## config.mk

```make
export PLATFORM = sky130hd
export DESIGN_NAME = seq_alu
export DESIGN_NICKNAME = d
export VERILOG_FILES = /design/src/rtl/seq_alu.sv
export SDC_FILE = /design/constraint.sdc
export NUM_CORES = 1
export LEC_CHECK = 0
export ABC_AREA = 1
export CAP_MARGIN = 30
export CORE_MARGIN = 10
export CORE_UTILIZATION = 55
export DETAILED_ROUTE_END_ITERATION = 6
export PLACE_DENSITY_LB_ADDON = 0.12
export SLEW_MARGIN = 20
export SYNTH_ARGS = -nofsm -noshare
export SYNTH_HDL_FRONTEND = slang
export SYNTH_SLANG_ARGS = --single-unit
```

## constraint.sdc

```tcl
create_clock -name clk -period 2.9 [get_ports clk]
set_clock_uncertainty 0.05 [all_clocks]
set_input_delay 0.87 -clock clk [delete_from_list [all_inputs] [get_ports clk]]
set_output_delay 0.87 -clock clk [all_outputs]
set_load 0.02 [all_outputs]
```

## src/rtl/seq_alu.sv

```systemverilog
// Multi-cycle ALU with valid/ready handshakes on the command and result sides.
// Single-cycle logic/add/sub, iterative shift-add multiply and restoring divide/remainder.
module seq_alu #(
  parameter int WIDTH = 8,
  parameter int CW    = $clog2(WIDTH) + 1
) (
  input  logic             clk,
  input  logic             rst_n,
  input  logic             in_valid,
  output logic             in_ready,
  input  logic [WIDTH-1:0] a,
  input  logic [WIDTH-1:0] b,
  input  logic [2:0]       op,
  output logic             out_valid,
  input  logic             out_ready,
  output logic [WIDTH-1:0] result,
  output logic             flag_zero,
  output logic             flag_carry,
  output logic             flag_div0,
  output logic             busy
);

  typedef enum logic [1:0] {
    IDLE = 2'd0,
    CALC = 2'd1,
    DONE = 2'd2
  } state_t;

  localparam logic [2:0] OP_ADD = 3'b000;
  localparam logic [2:0] OP_SUB = 3'b001;
  localparam logic [2:0] OP_MUL = 3'b010;
  localparam logic [2:0] OP_DIV = 3'b011;
  localparam logic [2:0] OP_AND = 3'b100;
  localparam logic [2:0] OP_OR  = 3'b101;
  localparam logic [2:0] OP_XOR = 3'b110;
  localparam logic [2:0] OP_REM = 3'b111;

  localparam logic [CW-1:0]    CNT_LOAD = CW'(WIDTH);
  localparam logic [CW-1:0]    CNT_ONE  = CW'(1);
  localparam logic [WIDTH-1:0] ZERO_W   = {WIDTH{1'b0}};
  localparam logic [WIDTH-1:0] ONES_W   = {WIDTH{1'b1}};

  state_t               state_r, state_s;
  logic [2*WIDTH-1:0]   acc_r, acc_s;
  logic [CW-1:0]        cnt_r, cnt_s;
  logic [WIDTH-1:0]     a_r, a_s, b_r, b_s;
  logic [2:0]           op_r, op_s;
  logic [WIDTH-1:0]     result_r, result_s;
  logic                 zero_r, zero_s, carry_r, carry_s, div0_r, div0_s;
  logic                 in_ready_r, in_ready_s, out_valid_r, out_valid_s, busy_r, busy_s;
  logic                 fin_s;

  logic [WIDTH:0]       add_s, sub_s;
  logic [WIDTH:0]       mul_sum_s;
  logic [2*WIDTH-1:0]   mul_acc_s;
  logic [WIDTH:0]       div_trial_s;
  logic                 div_ge_s;
  logic [WIDTH-1:0]     div_rem_s;
  logic [2*WIDTH-1:0]   div_acc_s;

  // Datapath helpers: single-cycle arithmetic and one multiply/divide iteration
  always_comb begin
    add_s       = {1'b0, a} + {1'b0, b};
    sub_s       = {1'b0, a} - {1'b0, b};
    // Upper half accumulates the partial product; carry shifts into the top bit
    mul_sum_s   = {1'b0, acc_r[2*WIDTH-1:WIDTH]} + (acc_r[0] ? {1'b0, a_r} : {(WIDTH+1){1'b0}});
    mul_acc_s   = {mul_sum_s, acc_r[WIDTH-1:1]};
    // Upper half is the partial remainder, lower half shifts dividend out and quotient in
    div_trial_s = {acc_r[2*WIDTH-1:WIDTH], acc_r[WIDTH-1]};
    div_ge_s    = (div_trial_s >= {1'b0, b_r});
    div_rem_s   = div_ge_s ? WIDTH'(div_trial_s - {1'b0, b_r}) : div_trial_s[WIDTH-1:0];
    div_acc_s   = {div_rem_s, acc_r[WIDTH-2:0], div_ge_s};
  end

  // Next-state and next-output logic
  always_comb begin
    state_s  = state_r;
    acc_s    = acc_r;
    cnt_s    = cnt_r;
    a_s      = a_r;
    b_s      = b_r;
    op_s     = op_r;
    result_s = result_r;
    carry_s  = carry_r;
    div0_s   = div0_r;
    zero_s   = zero_r;
    fin_s    = 1'b0;
    case (state_r)
      IDLE: begin
        if (in_valid) begin
          a_s     = a;
          b_s     = b;
          op_s    = op;
          carry_s = 1'b0;
          div0_s  = 1'b0;
          case (op)
            OP_ADD: begin result_s = add_s[WIDTH-1:0]; carry_s = add_s[WIDTH]; fin_s = 1'b1; end
            OP_SUB: begin result_s = sub_s[WIDTH-1:0]; carry_s = sub_s[WIDTH]; fin_s = 1'b1; end
            OP_AND: begin result_s = a & b; fin_s = 1'b1; end
            OP_OR:  begin result_s = a | b; fin_s = 1'b1; end
            OP_XOR: begin result_s = a ^ b; fin_s = 1'b1; end
            OP_MUL: begin
              acc_s   = {ZERO_W, b};
              cnt_s   = CNT_LOAD;
              state_s = CALC;
            end
            OP_DIV, OP_REM: begin
              if (b == ZERO_W) begin
                result_s = (op == OP_DIV) ? ONES_W : a;
                div0_s   = 1'b1;
                fin_s    = 1'b1;
              end else begin
                acc_s   = {ZERO_W, a};
                cnt_s   = CNT_LOAD;
                state_s = CALC;
              end
            end
            default: begin result_s = ZERO_W; fin_s = 1'b1; end
          endcase
        end else begin
          state_s = IDLE;
        end
      end
      CALC: begin
        cnt_s = cnt_r - CNT_ONE;
        acc_s = (op_r == OP_MUL) ? mul_acc_s : div_acc_s;
        if (cnt_r == CNT_ONE) begin
          fin_s = 1'b1;
          case (op_r)
            OP_MUL: begin
              result_s = mul_acc_s[WIDTH-1:0];
              carry_s  = |mul_acc_s[2*WIDTH-1:WIDTH];
            end
            OP_REM:  result_s = div_acc_s[2*WIDTH-1:WIDTH];
            default: result_s = div_acc_s[WIDTH-1:0];
          endcase
        end else begin
          state_s = CALC;
        end
      end
      DONE: begin
        if (out_ready) begin
          state_s = IDLE;
        end else begin
          state_s = DONE;
        end
      end
      default: state_s = IDLE;
    endcase
    if (fin_s) begin
      state_s = DONE;
      zero_s  = (result_s == ZERO_W);
    end else begin
      zero_s = zero_r;
    end
    in_ready_s  = (state_s == IDLE);
    out_valid_s = (state_s == DONE);
    busy_s      = (state_s != IDLE);
  end

  // State, datapath and output registers
  always_ff @(posedge clk or negedge rst_n) begin
    if (!rst_n) begin
      state_r     <= IDLE;
      acc_r       <= {(2*WIDTH){1'b0}};
      cnt_r       <= {CW{1'b0}};
      a_r         <= ZERO_W;
      b_r         <= ZERO_W;
      op_r        <= 3'b000;
      result_r    <= ZERO_W;
      zero_r      <= 1'b0;
      carry_r     <= 1'b0;
      div0_r      <= 1'b0;
      in_ready_r  <= 1'b1;
      out_valid_r <= 1'b0;
      busy_r      <= 1'b0;
    end else begin
      state_r     <= state_s;
      acc_r       <= acc_s;
      cnt_r       <= cnt_s;
      a_r         <= a_s;
      b_r         <= b_s;
      op_r        <= op_s;
      result_r    <= result_s;
      zero_r      <= zero_s;
      carry_r     <= carry_s;
      div0_r      <= div0_s;
      in_ready_r  <= in_ready_s;
      out_valid_r <= out_valid_s;
      busy_r      <= busy_s;
    end
  end

  assign in_ready   = in_ready_r;
  assign out_valid  = out_valid_r;
  assign busy       = busy_r;
  assign result     = result_r;
  assign flag_zero  = zero_r;
  assign flag_carry = carry_r;
  assign flag_div0  = div0_r;

endmodule

```

# After elaboration in Yosys (flattened, before gate mapping)
# Index checks and enable logic that the tools add are counted.
# Widths: inputs -> output; s select.
# totals
regBits	55
latchBits	0
ramBits	0
rom_bits	0
inputBits	23
output_inout_bits	14
n_memories	0
# classes
add_sub_neg	5
n_mul	0
n_div	0
order_cmp	1
eq_ne	18
shift	0
n_mux	36
n_bitwise	3
reduce_logical	13
# op_table
operator	n
$pmux 16 s2	2
$mux 16	3
$mux 8	6
$pmux 8 s6	1
$pmux 8 s2	2
$add 8x8->9	2
$logic_not 8->1	2
$pmux 4 s2	2
$eq 3x3->1 const B	5
$mux 2	5
$eq 3x2->1 const B	3
$ge 9x8->1	1
$sub 8x8->9	1
$and 8x8->8	1
$mux 4	2
$or 8x8->8	1
$pmux 1 s2	4
$reduce_and 4->1	2
$reduce_or 8->1	1
$sub 8x8->8	1
$xor 8x8->8	1
$mux 1	7
$ne 2x2->1 const B	3
$pmux 2 s3	1
14 further kinds	17

# Logic depth before layout (Yosys ltp)
# logic_depth
word_depth	7
ltp_mapped	19
ltp_nobuf	19

# Worst setup path after synthesis
# Ideal clock, no wire load.
# synth_path
kind	input -> register
startpoint	input port a[0]
endpoint	register zero_r (netlist: flag_zero)
setup_ns	0.065
arrival_time_ns	2.407
t_required_ns	2.785
setup_slack_ns	0.378
stages	16
path_cell_list	inv_1 ha_1 fa_1 nand3b_1 nand2_1 nor2_1 nand4_1 nand3_1 nand2_1 nor2_1 nand2_1 nand2_1 nand2_1 nor2_1 nand3_1 nand2_1
# synth_between
elab_chain_cells	6
# synth_rtl
item	line_no	text
start, declared	11	input logic [WIDTH-1:0] a,
parallel branches: the longest is 2 deep, another holds $sub 8x8->9	--	
$pmux 8 s6 (*)	96	case (op)
$mux 8 (*)	90	if (in_valid) begin
$pmux 8 s2 (*)	88	case (state_r)
$logic_not 8->1 (*)	152	zero_s = (result_s == ZERO_W);
end signal, assigned	185	zero_r <= zero_s;
end, declared	49	logic zero_r, zero_s, carry_r, carry_s, div0_r, div0_s;
# Mark *: on every way between the ends.
# A chain may end at the register's enable or synchronous reset.

# Worst setup path in the final report
# Same ends and word-level chain as after synthesis.

==> results.py <==
metrics = {
    "synthesis": {
        "ys_seq_area_share_pct": 27.9,
        "synthXorXnorAreaFrac_pct": 1.77,
        "synth_top_family_by_area": "simple AND/OR/NAND/NOR gates",
        "synth_compound_area_share_pct": 15.2,
        "synthSimpleGateAreaFrac_pct": 31.7,
        "synthMuxAreaShare_pct": 0,
        "syn_nets": 806,
        "syn_inst": 737,
        "synth_ff_type": "dfrtp_1",
        "syn-mean-instance-area_um2": 6.70,
        "ys_warn_count": 0,
        "ys_ff_latch": 55,
        "syn_area_um2": 4940,
        "synth_edf_count": 0,
        "synth_adder_area_share_pct": 12.3,
        "async_flop_share_pct": 100,
        "ys_types": 46,
    },
    "clock_tree": {
        "clockRootBuffer": "clkbuf_8",
        "holdBufCountCts": 0,
        "cts.htree.levels": 2,
        "numClockSinks": 55,
        "cts_made_buffers": 5,
        "cts_tree": "yes",
        "clk_latency_ns": 0.33,
        "clockBufferDepth": 2,
        "path_clk_slew_ns": 0.11,
    },
    "floorplanning": {
        "rows": 34,
        "core_area_um2": 8720,
        "dieArea_um2": 13200,
        "io_pins": 37,
        "dieHeight_um": 115,
        "start_util_pct": 56.6,
        "die_x_um": 115,
    },
    "setup_path": {
        "path_max_fanout": 3,
        "startpoint_type": "primary input",
        "crit_required_ns": 3.13,
        "crit_type": "in2reg",
        "path_depth": 17,
        "path_cells": "dlygate4sd2_1 > inv_1 > ha_1 > fa_2 > nand3b_1 > nand2_1 > nor2_2 > nand4_1 > nand3_1 > nand2_1 > nor2_1 > nand2_1 > nand2_1 > nand2_1 > nor2_1 > nand3_1 > nand2_1",
        "slowest_stage": "fa_2",
        "path_delay_family": "simple AND/OR/NAND/NOR gates",
        "cp_slowest_stage_delay_ns": 0.52,
        "reg2reg_depth": 15,
        "worstSetupEndpointType": "register",
        "cp.arrival_ns": 2.97,
        "path_buf_inv": 2,
        "path_common_cell": "nand2_1",
    },
    "sta": {
        "slew_headroom_pct": 74.6,
        "worst_pin_slew_ns": 0.380,
        "fmax_ghz": 0.365,
        "setup-tns-final_ns": 0,
        "final_hold_viol_count": 0,
        "drv_slew": 0,
        "fin_crit_sh_pct": 94.4,
        "period_minus_slack_ns": 2.74,
        "setup_viol": 0,
    },
    "power": {
        "ir_drop_mv": 0.465,
        "power_mw": 5.18,
        "power_density_nw_per_um2": 827,
        "p_leak_nw": 3.35,
    },
    "place": {
        "portBuffers": 36,
        "dp_hpwl_um": 12900,
        "place.gp.congestion": 0.961,
    },
    "worst_hold_path": {
        "worstHoldPathType": "reg2reg",
        "hold_depth": 2,
    },
    "grt": {
        "grt_max_degree": 56,
        "grt_pass1_vias": 5272,
        "track_usage_pct": 24.1,
        "grt_pass1_wl_um": 25600,
        "antenna_found_initial": 0,
        "grt_remaining_overflow": 0,
    },
    "drt": {
        "vias_per_cell": 5.61,
        "wl_per_cell_um": 16.5,
        "wirelength_um": 15900,
        "antenna_left": 0,
        "drtPass1Iterations": 6,
        "drtIter0Drc": 435,
        "routed-via-count": 5394,
        "post-route-drc-count": 0,
    },
    "run_status": {
        "status": "complete, no violations",
    },
    "layout": {
        "diodes": 0,
        "final_nets": 922,
        "layout-drive-gt1-share_pct": 18.6,
        "multiInputGateArea_um2": 3120,
        "synthToLayoutAreaGrowth_pct": 26.7,
        "layout.area.seq_um2": 1380,
        "filler_cell_count": 761,
        "fin_util_pct": 71.8,
    },
    "run": {
        "drv_cap": 0,
    },
}
==> layout by cell type (no fill, tap or decap), drive strengths merged, types with 3 or more instances in the layout <==
cell           instances
a21oi                 30
a22oi                  3
a31oi                  4
buf                   93
clkbuf                 5
clkdlybuf4s50         29
dfrtp                 54
dlymetal6s2s           4
fa                     4
ha                    42
inv                  121
nand2                204
nand3                 69
nand3b                 3
nand4                 14
nor2                  59
nor3                   3
o211ai                 7
o21ai                 61
o21bai                 3
o221ai                 6
o22ai                 10
or2                    3
xnor2                  5
xor2                   5
==> cells in the mapped netlist (all sizes together) (2+ instances only) <==
master,instances,share of area (%)
nand3,69,7.8
a22oi,3,0.46
a21oi,30,3.1
o221ai,6,1.1
o22ai,10,1.3
nor2,59,4.6
ha,42,11
buf,12,1.4
clkbuf,7,0.53
or2,3,0.38
nand2,204,16
a31oi,4,0.81
o21ai,61,6.3
fa,4,1.6
o21bai,3,0.46
o211ai,7,1.1
nand4,14,1.8
o31ai,2,0.30
nor3,3,0.41
inv,120,9.2
dfrtp,54,27
xnor2,5,0.89
nand3b,3,0.46
xor2,5,0.89
==> where the power goes <==
group	switching, mW	internal (mW)
Combinational	2.06	1.28
Sequential	0.264	1.11
Clock	0.289	0.178
==> logic make-up after synthesis <==
| kind of cell | after synthesis |
|---|---|
| compound gates | 128 |
| xor+xnor | 10 |
| fa+ha+maj | 46 |
| buf+inv | 140 |
| flops | 55 |
| simple gates | 358 |
==> flip-flops by register name (all words and copies together), names as in the netlist <==
name,cells
acc_r,16
a_r,8
b_r,8
result,8
cnt_r,4
op_r,3
state_r,2
busy,1
flag_carry,1
flag_div0,1
flag_zero,1
in_ready,1
out_valid,1
==> stage by stage <==
| stage | hold slack (ns) | setup WS (ns) | area (um^2) | std cells |
|---|---|---|---|---|
| after floorplan | 0.401 | 0.378 | 4940 | 737 |
| after CTS | 0.449 | 0.00485 | 6130 | 961 |
| after detailed placement | 0.422 | -0.482 | 6030 | 953 |
| after global routing | 0.484 | -0.00771 | 6260 | 962 |
| final | 0.446 | 0.163 | 6260 | 962 |
| after global placement | 0.414 | -0.416 | 6030 | 953 |
==> layout make-up <==
cell class | count | area share [%]
multi-input cells | 542 | 49.9
flip-flops and latches | 55 | 22.0
repair buffers | 128 | 17.1
inverters | 121 | 7.34
well taps | 108 | 2.16
clock buffers | 5 | 1.10
clock inverters | 3 | 0.440
==> worst register-to-register path, cell delays in order (launching register included) <==
cell and delay [ns]:
dfrtp_1 0.50, nand2_1 0.10, inv_1 0.04, ha_1 0.20
fa_1 0.42, nand3_1 0.09, nand2_1 0.09, a21oi_1 0.15
nor2_1 0.06, nor2_1 0.15, xor2_1 0.24, nand3_1 0.11
nor2_1 0.10, nand3_1 0.08, nand3_1 0.08, o21ai_0 0.07
==> path summary, 6_finish.rpt <==
kind | from | slack [ns] | to
setup reg to reg | acc_r[0] | 0.27 | flag_carry
setup / recovery | a[0] | 0.16 | flag_zero
max in group asynchronous | rst_n | 2.02 | in_ready
hold / removal | b_r[3] | 0.45 | b_r[3]
min in group asynchronous | rst_n | 0.47 | b_r[3]
hold reg to reg | b_r[3] | 0.45 | b_r[3]
==> per-layer routing <==
| layer | track usage (%) | wire length (um) |
|---|---|---|
| met3 | 4.27 | 1220 |
| met4 | 11.2 | 620 |
| met2 | 39.1 | 7530 |
| met1 | 30.5 | 6550 |
| met5 | 0 | 0 |
==> repair_timing <==
action	CTS	global route
gates resized for setup	3	37
endpoints found under the setup margin	1	6
buffers inserted	0	1
pin swaps	1	9
Power figures use the tool's default switching activity.
